File: config.mk
export PLATFORM = sky130hd
export DESIGN_NAME = rc_servo_frame_scheduler
export DESIGN_NICKNAME = d
export VERILOG_FILES = /design/src/rtl/rc_servo_frame_scheduler.sv
export SDC_FILE = /design/constraint.sdc
export NUM_CORES = 1
export LEC_CHECK = 0
export ABC_AREA = 1
export ABC_CLOCK_PERIOD_IN_PS = 13100
export CORE_MARGIN = 8
export CORE_UTILIZATION = 25
export DETAILED_ROUTE_END_ITERATION = 6
export GPL_TIMING_DRIVEN = 0
export PLACE_DENSITY = 0.4
export SLEW_MARGIN = 15
export SYNTH_ARGS = -nofsm -noshare
export SYNTH_HDL_FRONTEND = slang
export SYNTH_SLANG_ARGS = --single-unit
File: constraint.sdc
create_clock -name clk_i -period 13.1 [get_ports clk_i]
set_input_delay 3.93 -clock clk_i [delete_from_list [all_inputs] [get_ports clk_i]]
set_output_delay 3.93 -clock clk_i [all_outputs]
set_load 0.01 [all_outputs]
File: src/rtl/rc_servo_frame_scheduler.sv
// XY servo frame controller: one frame timer, one shared microsecond pulse timer
// (X pulse then Y pulse), and per-frame slewing of committed positions toward targets.
`timescale 1ns/1ps
module rc_servo_frame_scheduler #(
  parameter int PRESCALE = 50,
  parameter int FRAME_US = 20000,
  parameter int MIN_US   = 1000,
  parameter int SCALE_US = 4,
  parameter int STEP     = 8,
  parameter int CENTER   = 128
) (
  input  logic       clk_i,
  input  logic       reset_i,
  input  logic       enable_i,
  input  logic [7:0] tgt_x_i,
  input  logic [7:0] tgt_y_i,
  input  logic       tgt_valid_i,
  output logic       tgt_ready_o,
  output logic       pwm_x_o,
  output logic       pwm_y_o,
  output logic       frame_o,
  output logic       busy_o,
  output logic [7:0] pos_x_o,
  output logic [7:0] pos_y_o
);

  localparam int FRAME_CYC = FRAME_US * PRESCALE;
  localparam int FW        = $clog2(FRAME_CYC);
  localparam int PW        = (PRESCALE > 1) ? $clog2(PRESCALE) : 1;
  localparam logic [FW-1:0] FRAME_LAST = FW'(FRAME_CYC - 1);
  localparam logic [PW-1:0] PRESC_LAST = PW'(PRESCALE - 1);
  localparam logic [7:0]    CENTER_P   = 8'(CENTER);
  localparam logic [7:0]    STEP_P     = 8'(STEP);
  localparam logic [15:0]   MIN_P      = 16'(MIN_US);
  localparam logic [15:0]   SCALE_P    = 16'(SCALE_US);

  if (2 * (MIN_US + 255 * SCALE_US) >= FRAME_US) begin : g_bad_config
    $error("rc_servo_frame_scheduler: two maximum-width pulses do not fit in one frame");
  end

  typedef enum logic [2:0] {
    ST_IDLE    = 3'd0,
    ST_UPDATE  = 3'd1,
    ST_PULSE_X = 3'd2,
    ST_PULSE_Y = 3'd3,
    ST_WAIT    = 3'd4
  } state_t;

  state_t        state_q, state_d;
  logic [PW-1:0] presc_q, presc_d;
  logic [15:0]   us_q, us_d;
  logic [FW-1:0] fcnt_q, fcnt_d;
  logic [7:0]    pos_x_q, pos_x_d, pos_y_q, pos_y_d;
  logic [7:0]    tgt_x_q, tgt_x_d, tgt_y_q, tgt_y_d;
  logic [15:0]   width_x_q, width_x_d, width_y_q, width_y_d;
  logic          pwm_x_q, pwm_y_q, frame_q, busy_q, ready_q;
  logic          tick_s;

  function automatic logic [7:0] slew(input logic [7:0] pos, input logic [7:0] tgt);
    logic [7:0] gap;
    logic [7:0] mv;
    gap = (pos < tgt) ? (tgt - pos) : (pos - tgt);
    mv  = (gap > STEP_P) ? STEP_P : gap;
    return (pos < tgt) ? (pos + mv) : (pos - mv);
  endfunction

  function automatic logic [15:0] pulse_us(input logic [7:0] pos);
    return MIN_P + 16'(pos) * SCALE_P;
  endfunction

  assign tick_s = (presc_q == PRESC_LAST);

  // Next state: frame sequencing, shared pulse timer, target capture and slewing.
  always_comb begin
    state_d   = state_q;
    presc_d   = tick_s ? {PW{1'b0}} : presc_q + PW'(1'b1);
    us_d      = us_q;
    fcnt_d    = fcnt_q + FW'(1'b1);
    pos_x_d   = pos_x_q;
    pos_y_d   = pos_y_q;
    width_x_d = width_x_q;
    width_y_d = width_y_q;
    if (tgt_valid_i && ready_q) begin
      tgt_x_d = tgt_x_i;
      tgt_y_d = tgt_y_i;
    end else begin
      tgt_x_d = tgt_x_q;
      tgt_y_d = tgt_y_q;
    end
    case (state_q)
      ST_IDLE: begin
        presc_d = {PW{1'b0}};
        us_d    = 16'd0;
        fcnt_d  = {FW{1'b0}};
        state_d = enable_i ? ST_UPDATE : ST_IDLE;
      end
      ST_UPDATE: begin
        // The UPDATE cycle is cycle 0 of the frame, so the count resumes at 1.
        presc_d   = {PW{1'b0}};
        us_d      = 16'd0;
        fcnt_d    = FW'(1'b1);
        pos_x_d   = slew(pos_x_q, tgt_x_q);
        pos_y_d   = slew(pos_y_q, tgt_y_q);
        width_x_d = pulse_us(pos_x_d);
        width_y_d = pulse_us(pos_y_d);
        state_d   = ST_PULSE_X;
      end
      ST_PULSE_X: begin
        if (tick_s && (us_q == width_x_q - 16'd1)) begin
          us_d    = 16'd0;
          state_d = ST_PULSE_Y;
        end else if (tick_s) begin
          us_d = us_q + 16'd1;
        end else begin
          us_d = us_q;
        end
      end
      ST_PULSE_Y: begin
        if (tick_s && (us_q == width_y_q - 16'd1)) begin
          us_d    = 16'd0;
          state_d = ST_WAIT;
        end else if (tick_s) begin
          us_d = us_q + 16'd1;
        end else begin
          us_d = us_q;
        end
      end
      ST_WAIT: begin
        if (fcnt_q == FRAME_LAST) begin
          state_d = enable_i ? ST_UPDATE : ST_IDLE;
        end else begin
          state_d = ST_WAIT;
        end
      end
      default: state_d = ST_IDLE;
    endcase
  end

  // State and output registers; outputs decode the next state so they line up with it.
  always_ff @(posedge clk_i) begin
    if (reset_i) begin
      state_q   <= ST_IDLE;
      presc_q   <= {PW{1'b0}};
      us_q      <= 16'd0;
      fcnt_q    <= {FW{1'b0}};
      pos_x_q   <= CENTER_P;
      pos_y_q   <= CENTER_P;
      tgt_x_q   <= CENTER_P;
      tgt_y_q   <= CENTER_P;
      width_x_q <= 16'd0;
      width_y_q <= 16'd0;
      pwm_x_q   <= 1'b0;
      pwm_y_q   <= 1'b0;
      frame_q   <= 1'b0;
      busy_q    <= 1'b0;
      ready_q   <= 1'b0;
    end else begin
      state_q   <= state_d;
      presc_q   <= presc_d;
      us_q      <= us_d;
      fcnt_q    <= fcnt_d;
      pos_x_q   <= pos_x_d;
      pos_y_q   <= pos_y_d;
      tgt_x_q   <= tgt_x_d;
      tgt_y_q   <= tgt_y_d;
      width_x_q <= width_x_d;
      width_y_q <= width_y_d;
      pwm_x_q   <= (state_d == ST_PULSE_X);
      pwm_y_q   <= (state_d == ST_PULSE_Y);
      frame_q   <= (state_d == ST_UPDATE);
      busy_q    <= (pos_x_q != tgt_x_q) || (pos_y_q != tgt_y_q);
      ready_q   <= (state_d != ST_UPDATE);
    end
  end

  assign tgt_ready_o = ready_q;
  assign pwm_x_o     = pwm_x_q;
  assign pwm_y_o     = pwm_y_q;
  assign frame_o     = frame_q;
  assign busy_o      = busy_q;
  assign pos_x_o     = pos_x_q;
  assign pos_y_o     = pos_y_q;

endmodule

## Yosys cells after proc, flatten, opt, wreduce, memory -nomap -nowiden

Index checks and enable logic that the tools add are counted.

- Logic and storage cells: 72
- Output and inout port bits: 21
- Input port bits: 20
- Register bits: 114
- Bits in read-only memories: 0
- Latch bits: 0
- Bits in writable memories: 0
- Memories: 0

- Reduce and logical (&&, ||, !) cells: 8
- Eq/ne operators: 14
- Div/mod/pow operators: 0
- Multipliers: 0
- Add/subtract/negate cells: 15
- Shifts and indexed selects: 0
- Order comparisons: 4
- Bitwise gates (word level): 0
- Multiplexer cells: 16

Operator list:

| operator | number |
|---|---|
| 16-bit two-way mux | 3 |
| 8-bit two-way mux | 6 |
| 16-bit one-hot mux with 3 select lines | 1 |
| 8-bit subtractor | 6 |
| 20-bit one-hot mux with 2 select lines | 1 |
| 16-bit == test | 2 |
| 16-bit by 1-bit subtractor with 16-bit output, second input constant | 2 |
| 10-bit by 10-bit adder with 11-bit output, first input constant | 2 |
| 20-bit by 1-bit adder with 20-bit output, second input constant | 1 |
| 20-bit == test, second input constant | 1 |
| 16-bit by 1-bit adder with 16-bit output, second input constant | 1 |
| 8-bit adder | 2 |
| 8-bit by 4-bit greater-than comparator with 1-bit output, second input constant | 2 |
| 8-bit less-than comparator | 2 |
| 8-bit inequality test | 2 |
| 3-bit one-hot mux with 5 select lines | 1 |
| 3-bit by 2-bit == test with 1-bit output, second input constant | 4 |
| 3-bit two-way mux | 3 |
| 6-bit by 1-bit adder with 6-bit output, second input constant | 1 |
| 3-bit by 1-bit == test with 1-bit output, second input constant | 2 |
| 6-bit == test, second input constant | 1 |
| 4-bit OR reduction | 1 |
| 3-bit == test, second input constant | 1 |
| 1-bit logical AND | 3 |
| 6 further kinds | 6 |

## Depth between registers and ports, before layout

- Word-level depth: 7
- Gate-level depth with buffers: 37

## Worst setup path before layout

OpenSTA, ideal clock, no wires.

- Path type: input port to flip-flop
- Start: input port reset_i
- End: register width_x_q[6]
- Arrival: 4.766 ns
- Cell stages on the path: 5
- Library setup time: 0.116 ns
- Slack: 8.217 ns
- Buffers on the path: 2
- Data required time: 12.984 ns
- Cells stage by stage: clkbuf_1 -> clkinv_1 -> clkbuf_1 -> o211ai_1 -> inv_1

RTL lines:

| element | RTL line | source |
|---|---|---|
| start, declared | 13 | `input logic reset_i,` |
| end signal, assigned | 166 | `width_x_q <= width_x_d;` |
| end, declared | 55 | `logic [15:0] width_x_q, width_x_d, width_y_q, width_y_d;` |

No word-level cell between the ends.

==> reports/results.txt <==
Clk root buf -> clkbuf_16
Cells after Synth -> 1,240
Sequential share of the synthesized area -> 24.4%
Slew headroom -> 54.6%
Clock skew -> 0.0102 ns
Clock power share -> 20.0%
Clock Latency Late Sink -> 0.37 ns
GRT Total Usage -> 13.4%
WP depth -> 6
TritonCTS clock tree -> built
Via count of the first global-routing pass -> 7,687
Switch Pwr -> 655 uW
Synth warn -> 0
Failing checks -> DRC
Die width -> 195 um
Antenna Diode Count -> 0
CP endpoint kind -> register
Hold Path Origin -> presc_q[0]
Final cell count without fillers -> 1,698
Clock slew at reported path FFs -> 0.08 ns
Cell with the most instances on the worst path -> clkbuf_1
CP Max Fanout -> 10
Initial Util -> 25.4%
Worst hold slack -> 0.467 ns
Critical path class -> in -> reg
Net Sw Frac -> 47.5%
Fin crit share -> 46.2%
Mean post-synth cell area -> 6.47 um^2
Via density -> 4.53
Worst-margin pin slew -> 0.681 ns
Crit start category -> input port
Layout cells sized above 1 -> 5.79%
Pwr/cell area -> 149 nW/um^2
Max cap viols -> 0
Netlist cell types -> 54
DP Cell Count -> 1,682
FF+latch count, synth -> 98
Detailed Routing Iterations Pass 1 -> 7
Total CTS buffers -> 9
Post_cts resized -> 0
FILL cells -> 3,556
Hold Path Stages -> 1
Cell Rows -> 65
Worst path bufs/invs -> 4
Post-route cell area -> 9210 um^2
RSZ-0062 raised after global routing -> no
Internal power -> 722 uW
Worst Path Required -> 13.34 ns
Die height -> 195 um
Die ar. -> 38,100 um^2
Routed WL -> 25,200 um
Origin of the critical flop-to-flop path -> pos_x_o[0]
Slowest-stage cell, CP -> clkinv_1
CP top delay family -> buffers and inverters
Multi-input logic area -> 5060 um^2
WP data arrival -> 6.29 ns
DR WL/cell -> 14.8 um
CTS Buffer Depth -> 2
Hold-fix buffers, CTS -> 0
Clock Sinks -> 98
Final Core Density -> 29.2%
Final Max Tran Viols -> 0
Io pins -> 41
Flop pwr share -> 24.7%
RD Place Congestion -> 0.863
Min cycle time layout -> 6.05 ns
Initial antenna violation count -> 0
LEAKAGE -> 4.10 nW
F_max -> 0.165 GHz
Critical path origin -> reset_i
Post-DRT Antenna Nets -> 0
Setup Buffers After CTS -> 0
CP Cell Sequence -> clkdlybuf4s50_1, clkbuf_1, clkinv_1, clkbuf_1, o21ai_0, a21oi_1
CTS H-tree depth -> 3
Area delta synth->final -> 14.8%
Comb pwr share -> 55.2%
Dpl cell area -> 8930 um^2
Setup ws final -> 7.05 ns
Largest net degree at the start of global routing -> 19
FF+latch area -> 1960 um^2
First-pass GRT wire length -> 41,100 um
Endpoints failing setup -> 0
Final Hold Fails -> 0
R2r worst-path depth -> 30
Worst slack at placement -> 6.61 ns
Final TNS setup -> 0 ns
Peak VDD IR -> 76.2 uV
PortBufs -> 40
Crit-path max cell delay -> 0.56 ns
DRC violations left -> 5
Total gr overflow -> 0
HP Class -> reg -> reg
Mapped Area -> 8030 um^2
DP HPWL -> 20,000 um
Via count -> 7,696
Syn nets -> 1,324
Layout net count -> 1,375
Status -> complete, but fails checks
Power, Total -> 1.38 mW
1st-iter DRT viols -> 431
Total core area -> 31,600 um^2
-- registers in the layout, indices dropped and copies added (netlist names), 3 cells and up --
register and flops:
width_x_q 8, presc_q 6, us_q 16, width_y_q 8
tgt_x_q 8, pos_y_o 8, tgt_y_q 8, pos_x_o 8
fcnt_q 20, state_q 3
-- synthesized netlist by cell type, drive strengths merged --
| cell type | number | area, um^2 |
|---|---|---|
| a211oi | 2 | 15.0 |
| or2 | 7 | 43.8 |
| nand3b | 1 | 7.51 |
| and2 | 1 | 6.26 |
| fa | 6 | 120 |
| and3 | 1 | 6.26 |
| xor2 | 43 | 377 |
| o221ai | 2 | 17.5 |
| nand4 | 31 | 219 |
| nor2 | 104 | 415 |
| inv | 201 | 754 |
| clkinv | 4 | 15.0 |
| o311a | 1 | 10.0 |
| buf | 19 | 148 |
| nor3 | 26 | 135 |
| o211a | 1 | 10.0 |
| o22ai | 2 | 12.5 |
| nor4 | 9 | 62.6 |
| xnor2 | 17 | 156 |
| o21bai | 3 | 22.5 |
| o2111a | 2 | 22.5 |
| nor3b | 3 | 22.5 |
| a31oi | 4 | 25.0 |
| a21oi | 100 | 519 |
| o21ai | 69 | 349 |
| o211ai | 11 | 82.6 |
| ha | 58 | 726 |
| dfxtp | 98 | 1960 |
| o2111ai | 1 | 8.76 |
| o21a | 4 | 30.0 |
| xnor3 | 1 | 22.5 |
| nor4b | 1 | 8.76 |
| nand3 | 79 | 410 |
| clkbuf | 22 | 83.8 |
| nand2 | 306 | 1200 |
-- power groups by stage --
stage	combinational (mW)	clock [mW]	sequential (mW)
after floorplan	0.583	0	0.342
after global placement	0.765	0	0.349
after detailed placement	0.762	0	0.349
after CTS	0.766	0.288	0.342
after global routing	0.875	0.295	0.344
final	0.761	0.276	0.341
-- routing by layer --
layer | vias to the layer above | GRT usage (%) | routed length [um]
met4 | 0 | 3.31 | 294
met5 | - | 0 | 0
met2 | 70 | 22.2 | 11300
met3 | 16 | 1.34 | 463
li1 | 4101 | - | -
met1 | 3509 | 18.3 | 13100
-- layout by cell type (no fill, tap or decap), types with 9 or more instances in the layout --
cell type / count
ha_1: 58
nand4_1: 27
clkbuf_1: 21
clkdlybuf4s50_1: 40
nand3_1: 76
nor2_1: 98
o211ai_1: 11
xnor2_1: 16
xor2_1: 43
nand2_1: 294
clkbuf_16: 9
o21ai_0: 61
inv_1: 198
a21oi_1: 97
dfxtp_1: 98
nor3_1: 25
-- worst paths after layout --
check	endpoint	slack (ns)
setup / recovery	tgt_x_q[1]	7.05
hold / removal	presc_q[0]	0.47
setup reg to reg	width_x_q[9]	7.84
hold reg to reg	presc_q[0]	0.47
-- layout make-up --
type                       count  share of cell area (%)
buffer                        41                    2.51
clock buffer                   9                    2.44
clock inverter                 7                   0.652
inverter                     205                    8.35
multi-input combinational    896                    54.9
sequential                    98                    21.3
tap                          402                    5.46
timing repair buffer          40                    4.35
-- logic make-up (layout without fill, tap and decap cells) --
kind of cell | Yosys count | in the layout | synth area share [%]
fa+ha+maj | 64 | 64 | 10.5
simple gates | 569 | 569 | 31.6
xor+xnor | 61 | 61 | 6.92
buf+inv | 246 | 302 | 12.5
compound gates | 202 | 202 | 14.0
flops | 98 | 98 | 24.4
(Power assumes the default switching activity.)
